## config.mk

```make
export PLATFORM = sky130hd
export DESIGN_NAME = branch_predict_resolve
export DESIGN_NICKNAME = d
export VERILOG_FILES = /design/src/rtl/branch_predict_resolve.sv
export SDC_FILE = /design/constraint.sdc
export NUM_CORES = 1
export LEC_CHECK = 0
export ABC_CLOCK_PERIOD_IN_PS = 8850
export BUFFER_PORTS_ARGS = -buffer_cell sky130_fd_sc_hd__buf_4
export CAP_MARGIN = 20
export CORE_MARGIN = 2
export CORE_UTILIZATION = 63
export DETAILED_ROUTE_END_ITERATION = 10
export GPL_TIMING_DRIVEN = 0
export PLACE_DENSITY_LB_ADDON = 0.25
export SLEW_MARGIN = 20
export SYNTH_ARGS = -nofsm -noshare
export SYNTH_HDL_FRONTEND = slang
export SYNTH_SLANG_ARGS = --single-unit
```

## constraint.sdc

```tcl
create_clock -name clk -period 8.85 [get_ports clk]
set_clock_uncertainty 0.1 [all_clocks]
set_input_delay 0.885 -clock clk [delete_from_list [all_inputs] [get_ports clk]]
set_output_delay 0.885 -clock clk [all_outputs]
set_load 0.01 [all_outputs]
```

## src/rtl/branch_predict_resolve.sv

```systemverilog
// Branch history table with MEM-stage branch/jump resolution.
// Optional macro BRANCH_PREDICT_STATS_EN adds branch and mispredict counters.
module branch_predict_resolve #(
  parameter int ADDR_WIDTH = 32,
  parameter int IDX_BITS   = 6,
  parameter int CTR_WIDTH  = 2
) (
  input  logic                  clk,
  input  logic                  rst_n,
  input  logic [ADDR_WIDTH-1:0] if_pc,
  output logic                  predict_taken,
  output logic                  ready,
  input  logic                  mem_valid,
  input  logic [ADDR_WIDTH-1:0] mem_pc,
  input  logic                  mem_branch,
  input  logic                  mem_branch_enable,
  input  logic                  mem_jump,
  input  logic                  mem_predicted,
  output logic                  branch_jump_trigger,
  output logic                  decision,
  output logic                  mispredict,
  output logic                  mispredict_any
`ifdef BRANCH_PREDICT_STATS_EN
  ,
  output logic [31:0]           stat_branches,
  output logic [31:0]           stat_mispredicts
`endif
);

  localparam int DEPTH = 2 ** IDX_BITS;
  localparam logic [CTR_WIDTH-1:0] WNT =
    CTR_WIDTH'((1 << (CTR_WIDTH - 1)) - 1);
  localparam logic [CTR_WIDTH-1:0] SAT = '1;

  typedef enum logic {INIT, RUN} state_t;

  state_t                state;
  state_t                state_nx;
  logic [IDX_BITS-1:0]   init_ptr;
  logic [IDX_BITS-1:0]   ptr_nx;
  logic [CTR_WIDTH-1:0]  tbl [DEPTH];

  logic [IDX_BITS-1:0]   if_idx;
  logic [IDX_BITS-1:0]   mem_idx;
  logic                  run;
  logic                  dec_raw;
  logic                  train;
  logic [CTR_WIDTH-1:0]  ctr_cur;
  logic [CTR_WIDTH-1:0]  ctr_nx;
  logic                  wr_en;
  logic [IDX_BITS-1:0]   wr_idx;
  logic [CTR_WIDTH-1:0]  wr_data;
  logic                  unused_pc;

  assign if_idx  = if_pc[IDX_BITS+1:2];
  assign mem_idx = mem_pc[IDX_BITS+1:2];
  assign unused_pc = ^{if_pc[ADDR_WIDTH-1:IDX_BITS+2], if_pc[1:0],
                       mem_pc[ADDR_WIDTH-1:IDX_BITS+2], mem_pc[1:0]};

  // Outputs are forced low while reset is held, not just after the edge.
  assign run     = (state == RUN) && rst_n;
  assign dec_raw = mem_branch & mem_branch_enable;
  assign train   = (state == RUN) && mem_valid && mem_branch;

  assign ready         = run;
  assign predict_taken = run & tbl[if_idx][CTR_WIDTH-1];

  // MEM-stage resolution, qualified by a valid instruction in RUN.
  always_comb begin
    decision            = 1'b0;
    branch_jump_trigger = 1'b0;
    mispredict          = 1'b0;
    mispredict_any      = 1'b0;
    if (run && mem_valid) begin
      decision            = dec_raw;
      branch_jump_trigger = (~mem_predicted & dec_raw) | mem_jump;
      mispredict          = mem_predicted & ~dec_raw;
      mispredict_any      = branch_jump_trigger | mispredict;
    end
  end

  // Saturating counter update for the resolving branch.
  always_comb begin
    ctr_cur = tbl[mem_idx];
    ctr_nx  = ctr_cur;
    if (dec_raw) begin
      if (ctr_cur != SAT) ctr_nx = ctr_cur + 1'b1;
    end else begin
      if (ctr_cur != '0) ctr_nx = ctr_cur - 1'b1;
    end
  end

  // Single write port: init sweep in INIT, training in RUN.
  always_comb begin
    wr_en   = 1'b0;
    wr_idx  = mem_idx;
    wr_data = ctr_nx;
    if (rst_n) begin
      if (state == INIT) begin
        wr_en   = 1'b1;
        wr_idx  = init_ptr;
        wr_data = WNT;
      end else if (train) begin
        wr_en = 1'b1;
      end
    end
  end

  // Table storage has no reset so it can map onto RAM.
  always_ff @(posedge clk) begin
    if (wr_en) tbl[wr_idx] <= wr_data;
  end

  // Sweep FSM next state.
  always_comb begin
    state_nx = state;
    ptr_nx   = init_ptr;
    unique case (state)
      INIT: begin
        ptr_nx = init_ptr + 1'b1;
        if (init_ptr == {IDX_BITS{1'b1}}) state_nx = RUN;
      end
      RUN: ;
      default: state_nx = INIT;
    endcase
  end

  // Sweep FSM state register.
  always_ff @(posedge clk) begin
    if (!rst_n) begin
      state    <= INIT;
      init_ptr <= '0;
    end else begin
      state    <= state_nx;
      init_ptr <= ptr_nx;
    end
  end

`ifdef BRANCH_PREDICT_STATS_EN
  // Free-running branch and mispredict counters, wrapping at 2^32.
  always_ff @(posedge clk) begin
    if (!rst_n) begin
      stat_branches    <= '0;
      stat_mispredicts <= '0;
    end else if (train) begin
      stat_branches <= stat_branches + 32'd1;
      if (mem_predicted != dec_raw)
        stat_mispredicts <= stat_mispredicts + 32'd1;
    end
  end
`endif

endmodule
```

==> flow_metrics.tcl <==
set metrics [dict create \
    status "finished, violations left" \
    violations "DRC" \
    cts_resized 0 \
    path_buf_inv 3 \
    synthFlopType "edfxtp_1" \
    die_w_um 104 \
    switching_power_w 0.000351 \
    p_per_area_mw_per_mm2 208 \
    core_mm2 0.00977 \
    rr_worst_depth 7 \
    ant_nets 0 \
    dpl.cell_count 566 \
    clk_path_buf_depth 2 \
    layout_common_cells "edfxtp_1 (128), nor2_1 (74), mux4_2 (53)" \
    insertion_delay_ns 0.54 \
    crit_top_cell "mux4_2" \
    fillers 588 \
    die_h_um 104 \
    holdPathEnd "init_ptr[5]" \
    cellLeakagePower_nw 2.36 \
    pwr-share-clk_pct 43.7 \
    power_switching_share_pct 23.1 \
    place_area_mm2 0.00676 \
    syn_inst 412 \
    tightest_slew_ns 0.875 \
    synth_edf_count 128 \
    startpoint "if_pc[3]" \
    crit_path_start_kind "input port" \
    seq_power_share_pct 47.3 \
    start_util_pct 64.8 \
    rsz0062_at_grt "false" \
    crit_chain "clkbuf_1 -> buf_1 -> mux4_2 -> mux4_2 -> mux4_2 -> and2_1 -> buf_4" \
    maxSlewViolCount 0 \
    drcViolationCount 2 \
    timing_hold_violations_final 0 \
    hp-class "reg -> reg" \
    synth_seq_cells 135 \
    grt_start_max_net_pins 35 \
    diodes 0 \
    max_cap_viol_count 0 \
    setup_violations 0 \
    numPortBuffers 18 \
    syn_nets 484 \
    syn2layout_area_growth_pct 15.3 \
    cts_tree "yes" \
    die_area_mm2 0.0109 \
    whs_path_depth 2 \
    worst-r2r-setup-slack_ns 6.08 \
    clk_pin_slew_ns 0.06 \
    routed_wl_um 16200 \
    fin_tns_setup_ns 0 \
    grt_pass1_wl_um 24800 \
    holdWs_ns 0.484 \
    vias_per_cell 6.82 \
    cts_htree_levels 4 \
    final_cells 598 \
    netlist_area_mm2 0.00633 \
    wl_per_cell_um 27.1 \
    cts.sinks 135 \
    critPathMaxStageDelay_ns 0.70 \
    cp.arrival_ns 3.81 \
    hold_start "init_ptr[5]" \
    endpoint_kind "output port" \
    pwr-share-comb_pct 9.0 \
    grt_overflow 0 \
    r2r-start "state" \
    synth.distinct_cells 43 \
    placement_rows 36 \
    crit_fanout 10 \
    post_cts.repair.setup_buffers 0 \
    layout_commonest_cell "edfxtp_1" \
    root_buffer "clkbuf_8" \
    nNetsFinal 524 \
    grt_pass1_vias 4171 \
    slowest_stage "buf_1" \
    worstPathRequired_ns 7.87 \
    ctsHoldBuffers 0 \
    antenna_found_initial 0 \
    place_congestion 0.877 \
    avgSynthCellArea_um2 15.4 \
    max_slew_margin_pct 41.6 \
    fin_crit_ns 4.79 \
    yosysWarnings 0 \
    ys_async_sr_fraction_pct 0 \
    layout-drive-gt1-share_pct 24.3 \
    io_pins 77 \
    vias 4079 \
    max_freq_mhz 209 \
    drtIter0Drc 514 \
    numCtsBuffers 17 \
    crit_type "in -> out" \
    setup_ws_ns 4.06 \
    pre_cts_ws_ns 4.14 \
    grtUsageTotal_pct 31.9 \
    stdcell_area_mm2 0.00731 \
    min_period_over_period_pct 54.1 \
    dp_hpwl_um 10500 \
    critPathTopFamily "multiplexers" \
    peakVddDrop_mv 0.170 \
    rr_endpoint "tbl[61][0]" \
    p_int_w 0.00117 \
    drt-pass1-iter-count 11 \
    synth-seq-area-share_pct 62.9 \
]
[synthesized netlist by cell type, types with 4 or more instances]
cell type  number  share of area [%]
dfxtp_1         7                2.2
buf_2           6               0.47
nor2_1         74                4.4
clkbuf_1       15               0.89
nand3_1         8               0.63
nand4_1         5               0.49
edfxtp_1      128                 61
o21ai_0         8               0.63
mux4_2         53                 19
mux2i_1        14                2.2
o21a_1          4               0.47
and2_1          6               0.59
nand2_1        34                2.0
nand2b_1        8               0.79
[power by group through the flow]
stage / Combinational (W) / Clock, W / Sequential [W]
finish: 0.000137 / 0.000665 / 0.000719
floorplan: 0.0000777 / 0 / 0.000734
global route: 0.000144 / 0.000698 / 0.000719
global placement: 0.000114 / 0 / 0.000736
detailed placement: 0.000133 / 0 / 0.000732
CTS: 0.000134 / 0.000665 / 0.000719
[kinds of logic (layout without fill, tap and decap cells)]
family / after synthesis / in the layout / share of synthesized area (%)
AND/OR/NAND/NOR: 151 / 151 / 10.6
flip-flops: 135 / 135 / 62.9
multiplexers: 67 / 67 / 21.1
AO/OA/AOI/OAI: 28 / 28 / 2.94
buffers and inverters: 27 / 80 / 1.90
XOR/XNOR: 3 / 3 / 0.415
adder cells (fa/ha/maj): 1 / 1 / 0.197
[how the worst max path moves through the flow]
| stage | cells past startpoint | end |
|---|---|---|
| global placement | 8 | tbl[15][0] |
| CTS | 7 | predict_taken |
| finish | 7 | predict_taken |
| global route | 7 | predict_taken |
| detailed placement | 7 | predict_taken |
| floorplan | 9 | tbl[0][0] |
[cell type report]
type                            instances  area (µm²)  area share, %
Tap cell                              133         166           2.28
Buffer                                 25         113           1.54
Timing Repair Buffer                   21         218           2.98
Sequential cell                       135        3980           54.5
Inverter                                2        7.51          0.103
Clock inverter                         13         130           1.78
Clock buffer                           19         422           5.77
Multi-Input combinational cell        250        2270           31.0
[flip-flops by register name (all words and copies together), names as in the netlist]
register,count
tbl,128
state,1
init_ptr,6
[layer usage]
metal	vias to the layer above	GRT usage, %	routed length, µm
met4	0	16.5	720
met5	-	0	0
li1	1696	-	-
met3	68	8.46	1550
met1	2023	42.8	5960
met2	292	49.0	7970
[worst reg2reg max path, stage by stage (launching register included)]
cell      delay [ns]
dfxtp_1         0.33
clkbuf_1        0.32
nor2b_1         0.10
clkbuf_1        0.30
or3_1           0.43
o21ai_0         0.15
nand2_1         0.41
nor2_1          0.34
[per-stage QoR]
step	utilization [%]	total power, W
2_1_floorplan	-	0.000811
3_3_place_gp	67.9	0.000850
3_5_place_dp	69.1	0.000865
4_1_cts	74.8	0.00152
5_1_grt	74.8	0.00156
6_report	74.8	0.00152
Note: power is estimated with default switching activity, not from simulation.
